**config.mk**
```make
export PLATFORM = sky130hd
export DESIGN_NAME = stage_mem
export DESIGN_NICKNAME = d
export VERILOG_FILES = /design/src/rtl/stage_mem.sv
export SDC_FILE = /design/constraint.sdc
export NUM_CORES = 1
export LEC_CHECK = 0
export ABC_AREA = 1
export CAP_MARGIN = 20
export CORE_AREA = 3 3 161 163
export CTS_CLUSTER_SIZE = 20
export DETAILED_ROUTE_END_ITERATION = 10
export DIE_AREA = 0 0 164 166
export PLACE_DENSITY = 0.77
export SETUP_SLACK_MARGIN = 0.3
export SKIP_CTS_REPAIR_TIMING = 1
export SLEW_MARGIN = 30
export SYNTH_ARGS = -nofsm -noshare
export SYNTH_HDL_FRONTEND = slang
export SYNTH_SLANG_ARGS = --single-unit
export TNS_END_PERCENT = 100
```
**constraint.sdc**
```tcl
create_clock -name clk_i -period 2.2 [get_ports clk_i]
set_input_delay 0.33 -clock clk_i [delete_from_list [all_inputs] [get_ports clk_i]]
set_output_delay 0.33 -clock clk_i [all_outputs]
set_load 0.01 [all_outputs]
```
**src/rtl/stage_mem.sv**
```systemverilog
// stage_mem: RV32 memory stage between EX and WB with a two-state Wishbone-style data bus master.
// Ports: clk_i, rst_i (sync, active-low); EX side valid_i/flush_i/pc_i/instruction_i/funct3_i/alu_d_i/rs2_d_i/
//   is_load_i/is_store_i/e_*_i with stall_o back to EX; dbus_* data bus; WB side valid_o plus registered fields.
module stage_mem (
  input  logic        clk_i,
  input  logic        rst_i,
  input  logic        valid_i,
  input  logic        flush_i,
  input  logic [31:0] pc_i,
  input  logic [31:0] instruction_i,
  input  logic [2:0]  funct3_i,
  input  logic [31:0] alu_d_i,
  input  logic [31:0] rs2_d_i,
  input  logic        is_load_i,
  input  logic        is_store_i,
  input  logic        e_illegal_inst_i,
  input  logic        e_inst_addr_mis_i,
  output logic        stall_o,
  output logic [31:0] dbus_addr_o,
  output logic [31:0] dbus_dat_o,
  output logic [3:0]  dbus_sel_o,
  output logic        dbus_we_o,
  output logic        dbus_cyc_o,
  output logic        dbus_stb_o,
  input  logic [31:0] dbus_dat_i,
  input  logic        dbus_ack_i,
  output logic        valid_o,
  output logic [31:0] pc_o,
  output logic [31:0] instruction_o,
  output logic [31:0] alu_d_o,
  output logic [31:0] mem_d_o,
  output logic [31:0] mem_addr_o,
  output logic [2:0]  funct3_o,
  output logic        e_illegal_inst_o,
  output logic        e_inst_addr_mis_o,
  output logic        e_ld_addr_mis_o,
  output logic        e_st_addr_mis_o
);
  typedef enum logic {IDLE, ACCESS} state_t;
  state_t state;
  logic killed;
  logic go, mem_op, width_ok, illegal, mis, issue;
  logic [3:0] sel_d;
  logic [31:0] dat_d, lane, ld_d;
  always_comb begin
    go       = valid_i & !flush_i;
    mem_op   = is_load_i | is_store_i;
    // legal codes: 000 001 010 100 101
    width_ok = (funct3_i[1:0] != 2'b11) & !(funct3_i[2] & funct3_i[1]);
    illegal  = e_illegal_inst_i | (mem_op & !width_ok);
    mis      = width_ok & (funct3_i[1:0] == 2'b01 ? alu_d_i[0] :
                           funct3_i[1:0] == 2'b10 ? |alu_d_i[1:0] : 1'b0);
    issue    = go & mem_op & width_ok & !mis & !e_illegal_inst_i & !e_inst_addr_mis_i;
    // EX holds its inputs while stalled, so completion can capture straight from them
    stall_o  = state == IDLE ? issue : !dbus_ack_i;
    sel_d    = funct3_i[1:0] == 2'b00 ? 4'b0001 << alu_d_i[1:0] :
               funct3_i[1:0] == 2'b01 ? (alu_d_i[1] ? 4'b1100 : 4'b0011) : 4'b1111;
    dat_d    = funct3_i[1:0] == 2'b00 ? {4{rs2_d_i[7:0]}} :
               funct3_i[1:0] == 2'b01 ? {2{rs2_d_i[15:0]}} : rs2_d_i;
    lane     = dbus_dat_i >> {alu_d_i[1:0], 3'b000};
    ld_d     = funct3_i == 3'b000 ? {{24{lane[7]}}, lane[7:0]} :
               funct3_i == 3'b100 ? {24'b0, lane[7:0]} :
               funct3_i == 3'b001 ? {{16{lane[15]}}, lane[15:0]} :
               funct3_i == 3'b101 ? {16'b0, lane[15:0]} : lane;
  end
  always_ff @(posedge clk_i) begin
    if (!rst_i) begin
      state             <= IDLE;
      killed            <= 1'b0;
      dbus_addr_o       <= '0;
      dbus_dat_o        <= '0;
      dbus_sel_o        <= '0;
      dbus_we_o         <= 1'b0;
      dbus_cyc_o        <= 1'b0;
      dbus_stb_o        <= 1'b0;
      valid_o           <= 1'b0;
      pc_o              <= '0;
      instruction_o     <= '0;
      alu_d_o           <= '0;
      mem_d_o           <= '0;
      mem_addr_o        <= '0;
      funct3_o          <= '0;
      e_illegal_inst_o  <= 1'b0;
      e_inst_addr_mis_o <= 1'b0;
      e_ld_addr_mis_o   <= 1'b0;
      e_st_addr_mis_o   <= 1'b0;
    end else begin
      valid_o <= 1'b0;
      if (state == IDLE && issue) begin
        state       <= ACCESS;
        killed      <= 1'b0;
        dbus_cyc_o  <= 1'b1;
        dbus_stb_o  <= 1'b1;
        dbus_we_o   <= is_store_i;
        dbus_addr_o <= {alu_d_i[31:2], 2'b00};
        dbus_sel_o  <= sel_d;
        dbus_dat_o  <= dat_d;
      end
      if (state == ACCESS) begin
        if (flush_i) killed <= 1'b1;
        if (dbus_ack_i) begin
          state      <= IDLE;
          dbus_cyc_o <= 1'b0;
          dbus_stb_o <= 1'b0;
          dbus_we_o  <= 1'b0;
        end
      end
      if (!stall_o) begin
        valid_o           <= state == IDLE ? go : !(killed | flush_i);
        pc_o              <= pc_i;
        instruction_o     <= instruction_i;
        alu_d_o           <= alu_d_i;
        mem_addr_o        <= alu_d_i;
        funct3_o          <= funct3_i;
        mem_d_o           <= (state == ACCESS && is_load_i) ? ld_d : 32'b0;
        e_illegal_inst_o  <= go & illegal;
        e_inst_addr_mis_o <= go & e_inst_addr_mis_i;
        e_ld_addr_mis_o   <= go & is_load_i & mis;
        e_st_addr_mis_o   <= go & is_store_i & mis;
      end
    end
  end
endmodule

```
==> summary.txt, run 1 <==
Core ar. - 0.0245 sq mm
Slew Viols, Final - 0
Final GP Congestion - 0.936
Clock slew at reported path FFs - 0.06 ns
Hpwl dp - 23,700 um
ANT nets after route - 0
CTS tree - yes
CP Cell Sequence - clkdlybuf4s50_1 > inv_1 > nor2_2 > nand2_1 > nor2_2 > nand3_2 > nand2_2 > clkbuf_2
CTS Buf Count - 24
Synth top cells by count - nand2_1, dfxtp_1, a21oi_1
Asr flop ratio synth - 0
Largest net degree at the start of global routing - 59
Fin worst setup slack - 0.381 ns
TritonCTS Sinks - 207
Synth-to-Final Area Change - 62.6%
Final Critical Period - 1.82 ns
I/O Buffers - 409
# nets final - 1,768
Share of cells above drive strength 1 - 0.0707
Initial antenna violation count - 4
Most common cell on crit path - nor2_2
Ys flop type - dfxtp_1
Die span in y - 166 um
Global route total overflow - 0
Vias in the first global route - 8,786
First-pass GRT wire length - 47,800 um
Design area - 0.0137 sq mm
F_max - 550 MHz
Placed cell areas - 0.0129 sq mm
Gate count after technology mapping - 1,204
Worst Setup Start Kind - input port
Hold Violations, Final - 0
CTS H-tree depth - 1
Max-slew headroom - 0.630
Peak fanout along the critical path - 2
Vias post-DR - 9,151
Die area - 0.0272 sq mm
Power Density - 675 mW/mm^2
Most frequent cell after synthesis - nand2_1
Post-place setup slack - -0.223 ns
Required time of the critical path - 1.87 ns
Width of the chip - 164 um
CP max stage cell - clkdlybuf4s50_1
Final worst-path cycle share - 0.827
Worst EP arrival - 1.49 ns
FF+latch count, synth - 207
Total track usage - 0.218
Share of the synthesized area in the top cell type - 0.492
Vias/cell - 4.72
# rows - 57
# IOs - 412
Unrepaired setup endpoints after global routing - no
Crit Path Class - in2out
Drc violations - 0
EDFF count, synth - 0
Yosys warns - 0
Mean Syn Cell Area - 7.00 sq um
Iteration-0 DRC count of the detailed router - 553
Yosys cell types - 25
Peak supply drop - 0.000456 V
DR WL/cell - 16.1 um
Root buf cell - clkbuf_16
Post-synthesis sequential area ratio - 0.492
Min-Delay Path Class - in2reg
Initial Util - 0.344
Clock Skew - 0.0104 ns
Max Root-Sink Buffers - 3
Routed WL - 31,200 um
Synth area leaders - dfxtp_1, nand2_1, a21oi_1, buf_4, nand3_1
Total of max-cap violations - 0
Critical path capture point type - primary output
Clk_lat worst skew - 0.50 ns
LEAKAGE - 6.01 nW
Measured slew at the worst slew-check pin - 0.554 ns
Max incr delay on CP - 0.45 ns
Detailed Routing Iterations Pass 1 - 5
Outcome - complete, no violations
Final Setup Violations - 0
Leading area contributor after synthesis - dfxtp_1
Cell Area, Synth - 0.00842 sq mm
==> final cells by class <==
class | count | area (sq um)
Fill cell | 2281 | 10800
Timing Repair Buffer | 465 | 4650
Sequential cell | 207 | 4150
Multi-Input combinational cell | 872 | 3590
Clock buffer | 32 | 692
Tap cell | 324 | 405
Clock inverter | 10 | 113
Inverter | 26 | 101
Antenna cell | 3 | 7.51
==> layer usage <==
layer	global-route usage	vias to the layer above	wire length, um
met5	0	-	9
li1	-	4518	-
met2	0.379	397	15400
met4	0.0897	2	1050
met3	0.0451	68	2400
met1	0.260	4166	12400
==> through the flow <==
step	hold slack [ns]	power, mW	std cells	utilization	setup TNS, ns
final	0.318	9.25	1939	0.560	0
after global routing	0.338	9.64	1939	0.560	0
after CTS	0.337	9.39	1936	0.559	-0.215
after detailed placement	0.431	5.32	1894	0.526	-30.03
after global placement	0.428	5.31	1894	0.526	-26.86
after floorplan	0.436	4.52	1205	-	0
==> registers in the layout (all words and copies together) (netlist names), 3 cells and up <==
| signal | flops |
|---|---|
| dbus_dat_o | 32 |
| instruction_o | 32 |
| mem_addr_o | 32 |
| mem_d_o | 32 |
| pc_o | 32 |
| dbus_addr_o | 30 |
| dbus_sel_o | 4 |
| funct3_o | 3 |
==> worst paths after layout <==
path | slack (ns) | cells after the start | end | from
worst min-delay path | 0.32 | 4 | funct3_o[0] | funct3_i[0]
worst min register to register | 0.44 | 2 | e_illegal_inst_o | e_illegal_inst_o
worst max register to register | 0.58 | 9 | instruction_o[6] | state
worst max-delay path | 0.38 | 8 | stall_o | valid_i
==> cell families (layout without fill, tap and decap cells) <==
family	Yosys count	count (layout)	share of synthesized area
AOI/OAI and AO/OA	134	134	0.0859
and+or+nand+nor	736	736	0.338
DFF	207	207	0.492
other	1	5	0.000445
buffers and inverters	126	533	0.0836
==> worst max-delay path, delay by kind of cell <==
family / cells / cell delay (ns)
simple gates: 5 / 0.50
buf+inv: 3 / 0.65
==> layout by cell type (no fill, tap or decap), types with 3 or more instances in the layout <==
cell | Yosys | routed
dfxtp_1 | 207 | 206
clkdlybuf4s50_1 | 0 | 404
nor3_1 | 3 | 3
clkbuf_8 | 0 | 4
a22oi_1 | 10 | 10
o211ai_1 | 5 | 5
nand3_1 | 33 | 33
clkbuf_1 | 28 | 3
buf_12 | 0 | 10
nor2_2 | 6 | 6
clkinv_2 | 0 | 5
clkbuf_16 | 0 | 25
buf_4 | 38 | 45
inv_2 | 4 | 3
a21oi_1 | 87 | 87
o21ai_0 | 26 | 26
inv_1 | 22 | 21
dlymetal6s2s_1 | 0 | 4
nor2_1 | 23 | 22
diode_2 | 0 | 3
nand2_1 | 666 | 666
==> power breakdown <==
| group | total (mW) | switching, mW | internal [mW] |
|---|---|---|---|
| clock network | 4.01 | 1.56 | 2.44 |
| logic | 1.28 | 0.568 | 0.714 |
| registers | 3.96 | 0.0805 | 3.88 |
| total | 9.25 | 2.21 | 7.04 |
Power figures use the tool's default switching activity.
==> run 2, diff against run 1 <==
--- a/config.mk
+++ b/config.mk
@@ -7,11 +7,11 @@
 export LEC_CHECK = 0
 export ABC_AREA = 1
 export CAP_MARGIN = 20
-export CORE_AREA = 3 3 161 163
+export CORE_AREA = 3 3 160 162
 export CTS_CLUSTER_SIZE = 20
 export DETAILED_ROUTE_END_ITERATION = 10
-export DIE_AREA = 0 0 164 166
-export PLACE_DENSITY = 0.77
+export DIE_AREA = 0 0 163 165
+export PLACE_DENSITY = 0.81
 export SETUP_SLACK_MARGIN = 0.3
 export SKIP_CTS_REPAIR_TIMING = 1
 export SLEW_MARGIN = 30
==> constraint.sdc (replaced) <==
create_clock -name clk_i -period 1.6 [get_ports clk_i]
set_input_delay 0.24 -clock clk_i [delete_from_list [all_inputs] [get_ports clk_i]]
set_output_delay 0.24 -clock clk_i [all_outputs]
set_load 0.01 [all_outputs]
==> run 2 against run 1 <==
  * The run now ends with setup timing left
  * Register-to-register slack lost 0.61 ns
  * Final area grew 16%
  * Critical endpoint is now mem_d_o[27]
  * Hold slack lost 0.23 ns
  * Clock power grew 35%
  * Largest power group is now registers
  * Cell count grew 2.9%
  * Non-clock buffer count grew 57
  * Sequential power grew 38%
  * Critical path depth grew 2
==> summary.txt, run 2 (same netlist as run 1, synthesis figures left out) <==
Outcome - complete, but fails checks
Failing checks - setup timing
Routed WL - 40,500 um
Multi-input gate area - 0.00462 sq mm
# rows - 57
Hold Violations, Final - 0
Critical path capture point type - register
Total of max-cap violations - 0
Final core occ - 0.654
Peak supply drop - 0.000556 V
Drc violations - 0
Detailed Routing Iterations Pass 1 - 5
CTS tree - yes
TritonCTS Sinks - 207
Design area - 0.0159 sq mm
Synth-to-Final Area Change - 88.3%
Max-slew headroom - 0.665
CTS H-tree depth - 1
Final GP Congestion - 0.904
ANT nets after route - 0
Most frequent cells in the layout - nand2_1, dfxtp_1, clkdlybuf4s50_1, dlymetal6s2s_1, nand2_2
Largest net degree at the start of global routing - 61
Placed cell areas - 0.0131 sq mm
Final Setup Violations - 12
Global route total overflow - 0
Final Critical Period - 1.63 ns
Slew Viols, Final - 0
Fill cells - 1,828
DR WL/cell - 20.3 um
Vias post-DR - 10,100
Hpwl dp - 24,400 um
Iteration-0 DRC count of the detailed router - 850
Peak fanout along the critical path - 8
Total track usage - 0.222
Clk_lat worst skew - 0.51 ns
Fin worst setup slack - -0.0300 ns
Worst EP arrival - 2.08 ns
Max incr delay on CP - 0.33 ns
Commonest non-fill, non-tap cell in the layout - nand2_1
Width of the chip - 163 um
Clock Skew - 0.0169 ns
Initial antenna violation count - 6
Measured slew at the worst slew-check pin - 0.501 ns
CP max stage cell - dfxtp_2
Share of cells above drive strength 1 - 0.308
Die span in y - 165 um
# IOs - 412
Vias in the first global route - 8,772
Register Area - 0.00417 sq mm
Core ar. - 0.0242 sq mm
Power Density - 821 mW/mm^2
Crit Path Class - reg2reg
First-pass GRT wire length - 47,800 um
Root buf cell - clkbuf_16
F_max - 614 MHz
Die area - 0.0269 sq mm
Min-Delay Path Class - in2reg
I/O Buffers - 409
CP Cell Sequence - inv_2 > buf_6 > nand3_4 > buf_12 > nand3_4 > buf_12 > nor2_4 > clkbuf_16 > nand2_2 > nand2_1
Required time of the critical path - 2.05 ns
CTS Buf Count - 22
Hold_ws - 0.0894 ns
Final worst-path cycle share - 1.02
Max Root-Sink Buffers - 3
Unrepaired setup endpoints after global routing - yes
Vias/cell - 5.08
# nets final - 1,827
Initial Util - 0.347
Worst Setup Start Kind - register
LEAKAGE - 9.62 nW
Clock slew at reported path FFs - 0.06 ns
==> run 2: cell types whose count changed in the layout (fill, tap and decap cells not counted), moves of 20 or more <==
cell and change:
nand2_2 +132, nand2_4 +72, clkbuf_16 +20, dlymetal6s2s_1 +153, a21oi_1 -24, clkdlybuf4s50_1 -244
nand2_1 -205, a21oi_2 +24, clkbuf_2 +84
==> run 2: stage by stage <==
stage               worst slack, ns  std cells  TNS [ns]  total power, mW
floorplan                    0.0705       1205         0             6.24
global placement             -0.721       1910   -126.59             7.36
detailed placement           -0.776       1910   -138.32             7.39
CTS                          -0.700       1950    -44.46             12.7
global route                 -0.101       1996     -1.15             13.5
finish                      -0.0300       1996    -0.170             13.0
==> run 2: layer usage <==
layer / routed length [um] / track usage / vias up
li1: - / - / 4657
met1: 15500 / 0.274 / 4767
met2: 19900 / 0.397 / 580
met3: 3400 / 0.0381 / 138
met4: 1690 / 0.0634 / 2
met5: 13 / 0 / -
==> run 2: critical path: cells and delay by family (launching register included) <==
family,cells,cell delay [ns]
buffers and inverters,5,0.70
flip-flops,1,0.33
AND/OR/NAND/NOR,5,0.53
==> run 2: path summary, 6_finish.rpt <==
path         slack, ns              start                end  depth (start not counted)
max              -0.03              state        mem_d_o[27]                         10
min               0.09  e_inst_addr_mis_i  e_inst_addr_mis_o                          3
max reg2reg      -0.03              state        mem_d_o[27]                         10
min reg2reg       0.44  instruction_o[21]  instruction_o[21]                          2
==> run 2: layout make-up <==
cell class,count,share of cell area
Timing Repair Buffer,522,0.360
Tap cell,324,0.0256
Timing Repair inverter,4,0.00355
Sequential cell,207,0.263
Inverter,26,0.00797
Clock inverter,6,0.00521
Clock buffer,34,0.0433
Antenna cell,1,0.000158
Multi-Input combinational cell,872,0.292
==> run 2: report_power, final <==
group / switching [mW] / internal [mW]
logic: 1.08 / 1.10
clock network: 2.13 / 3.27
registers: 0.117 / 5.33
total: 3.32 / 9.71
==> run 3, diff against run 2 <==
--- a/config.mk
+++ b/config.mk
@@ -7,14 +7,14 @@
 export LEC_CHECK = 0
 export ABC_AREA = 1
 export CAP_MARGIN = 20
-export CORE_AREA = 3 3 160 162
+export CORE_AREA = 2 2 159 161
 export CTS_CLUSTER_SIZE = 20
 export DETAILED_ROUTE_END_ITERATION = 10
-export DIE_AREA = 0 0 163 165
-export PLACE_DENSITY = 0.81
+export DIE_AREA = 0 0 161 163
+export PLACE_DENSITY = 0.78
 export SETUP_SLACK_MARGIN = 0.3
 export SKIP_CTS_REPAIR_TIMING = 1
-export SLEW_MARGIN = 30
+export SLEW_MARGIN = 10
 export SYNTH_ARGS = -nofsm -noshare
 export SYNTH_HDL_FRONTEND = slang
 export SYNTH_SLANG_ARGS = --single-unit
==> constraint.sdc (replaced) <==
create_clock -name clk_i -period 1.99 [get_ports clk_i]
set_input_delay 0.2985 -clock clk_i [delete_from_list [all_inputs] [get_ports clk_i]]
set_output_delay 0.2985 -clock clk_i [all_outputs]
set_load 0.01 [all_outputs]
==> run 3 against run 2 <==
  * Power fell by 21%
  * Clock power decreased by 17%
  * Via count shrank 8.0%
  * The flow now finishes without violations
  * Cell count shrank 2.5%
  * Die area down 2.4%
  * Count of clock-buffer cells in the layout decreased by 5
  * Combinational power fell by 34%
  * Utilization decreased by 6.6 points
  * Non-clock buffer count shrank 52
==> summary.txt, run 3 (same netlist as run 1, synthesis figures left out) <==
Outcome - complete, no violations
Vias post-DR - 9,337
Fill cells - 2,137
TritonCTS Sinks - 207
Total net switching power - 2.53 mW
Final worst-path cycle share - 0.880
I/O Buffers - 409
Hold_ws - 0.265 ns
Clock network fraction of total power - 0.436
Synth-to-Final Area Change - 72.4%
Final GP Congestion - 0.898
CTS Buf Count - 23
Hpwl dp - 22,400 um
Measured slew at the worst slew-check pin - 0.530 ns
Vias/cell - 4.80
Initial antenna violation count - 1
Width of the chip - 161 um
Slew Viols, Final - 0
Fin worst setup slack - 0.238 ns
Worst EP arrival - 1.45 ns
Clk_lat worst skew - 0.50 ns
# nets final - 1,772
F_max - 571 MHz
Largest net degree at the start of global routing - 62
ANT nets after route - 0
Worst Setup Start Kind - input port
Total of max-cap violations - 0
CP max stage cell - clkdlybuf4s50_1
Routed WL - 33,600 um
Worst path buffer plus inverter count - 2
Drc violations - 0
CTS H-tree depth - 1
CTS tree - yes
First-pass GRT wire length - 46,200 um
Min-Delay Path Class - in2reg
Peak fanout along the critical path - 2
Die area - 0.0262 sq mm
Detailed Routing Iterations Pass 1 - 5
Total track usage - 0.218
Power Density - 708 mW/mm^2
Int Power - 7.75 mW
Sw frac - 0.246
Crit Path Class - in2out
Final Setup Violations - 0
Global route total overflow - 0
Clock slew at reported path FFs - 0.06 ns
# IOs - 412
Max-slew headroom - 0.647
Hold Violations, Final - 0
Most common cell on crit path - nor2_4
Initial Util - 0.341
Vias in the first global route - 8,470
LEAKAGE - 9.92 nW
Post-place setup slack - -0.341 ns
Die span in y - 163 um
Clock Skew - 0.00886 ns
Root buf cell - clkbuf_16
Max Root-Sink Buffers - 3
Share of cells above drive strength 1 - 0.0780
Placed cell areas - 0.0129 sq mm
Peak supply drop - 0.000460 V
Most frequent cells in the layout - nand2_1, dlymetal6s2s_1, dfxtp_1, clkdlybuf4s50_1, a21oi_1
Core ar. - 0.0247 sq mm
DR WL/cell - 17.3 um
Required time of the critical path - 1.69 ns
Design area - 0.0145 sq mm
Power share of the combinational group - 0.139
# rows - 58
Iteration-0 DRC count of the detailed router - 571
Top delay family on crit path - buffers and inverters
CP Cell Sequence - clkdlybuf4s50_1 > nor2_4 > nand2_4 > nor2_4 > nand3_2 > nand2_2 > clkbuf_2
Final Critical Period - 1.75 ns
Unrepaired setup endpoints after global routing - yes
Commonest non-fill, non-tap cell in the layout - nand2_1
Max incr delay on CP - 0.47 ns
Critical path capture point type - primary output
Part of the power in registers - 0.425
-- run 3: changes by cell type in the layout (fill, tap and decap cells not counted), moves of 13 or more --
cell | before | now
a21oi_1 | 63 | 87
a21oi_2 | 24 | 0
buf_6 | 14 | 1
clkbuf_16 | 45 | 28
clkbuf_2 | 85 | 1
dfxtp_1 | 189 | 204
dfxtp_2 | 16 | 3
dlymetal6s2s_1 | 157 | 241
nand2_1 | 461 | 663
nand2_2 | 133 | 2
nand2_4 | 72 | 2
-- run 3: worst register-to-register path, delay by kind of cell (launching register included) --
| family | cells | cell delay, ns |
|---|---|---|
| buffers and inverters | 5 | 0.60 |
| and+or+nand+nor | 5 | 0.62 |
| DFF | 1 | 0.33 |
-- run 3: routing by layer --
metal	track usage	vias up	part of all wire
met5	0	-	0
met4	0.0649	0	0.032
met3	0.0367	77	0.067
met2	0.384	412	0.49
met1	0.275	4312	0.41
li1	-	4536	-
-- run 3: power groups by stage --
| stage | combinational [mW] | sequential [mW] | clock [mW] |
|---|---|---|---|
| after global placement | 1.41 | 4.46 | 0 |
| after global routing | 1.53 | 4.38 | 4.77 |
| final | 1.43 | 4.37 | 4.49 |
| after CTS | 1.43 | 4.37 | 4.57 |
| after detailed placement | 1.42 | 4.46 | 0 |
| after floorplan | 0.479 | 4.52 | 0 |
-- run 3: stage by stage --
step / total power, mW / setup TNS, ns / cells / utilization
floorplan: 5.00 / 0 / 1205 / -
CTS: 10.4 / -0.345 / 1939 / 0.555
detailed placement: 5.89 / -39.68 / 1898 / 0.523
finish: 10.3 / 0 / 1947 / 0.589
global placement: 5.87 / -37.01 / 1898 / 0.523
global route: 10.7 / 0 / 1947 / 0.589
-- run 3: final timing paths --
| check | from | endpoint | slack, ns | depth (start not counted) |
|---|---|---|---|---|
| worst max-delay path | flush_i | stall_o | 0.24 | 7 |
| worst min-delay path | funct3_i[0] | funct3_o[0] | 0.26 | 4 |
| worst max register to register | state | instruction_o[4] | 0.39 | 10 |
| worst min register to register | pc_o[15] | pc_o[15] | 0.44 | 2 |
-- run 3: layout make-up --
| cell class | count | area (sq um) | share of cell area |
|---|---|---|---|
| antenna | 1 | 2.50 | 0.000172 |
| clock buffer | 29 | 648 | 0.0446 |
| clock inverter | 12 | 150 | 0.0103 |
| inverter | 26 | 108 | 0.00741 |
| multi-input combinational | 872 | 3620 | 0.249 |
| sequential | 207 | 4150 | 0.286 |
| tap | 330 | 413 | 0.0284 |
| timing repair buffer | 470 | 5440 | 0.374 |
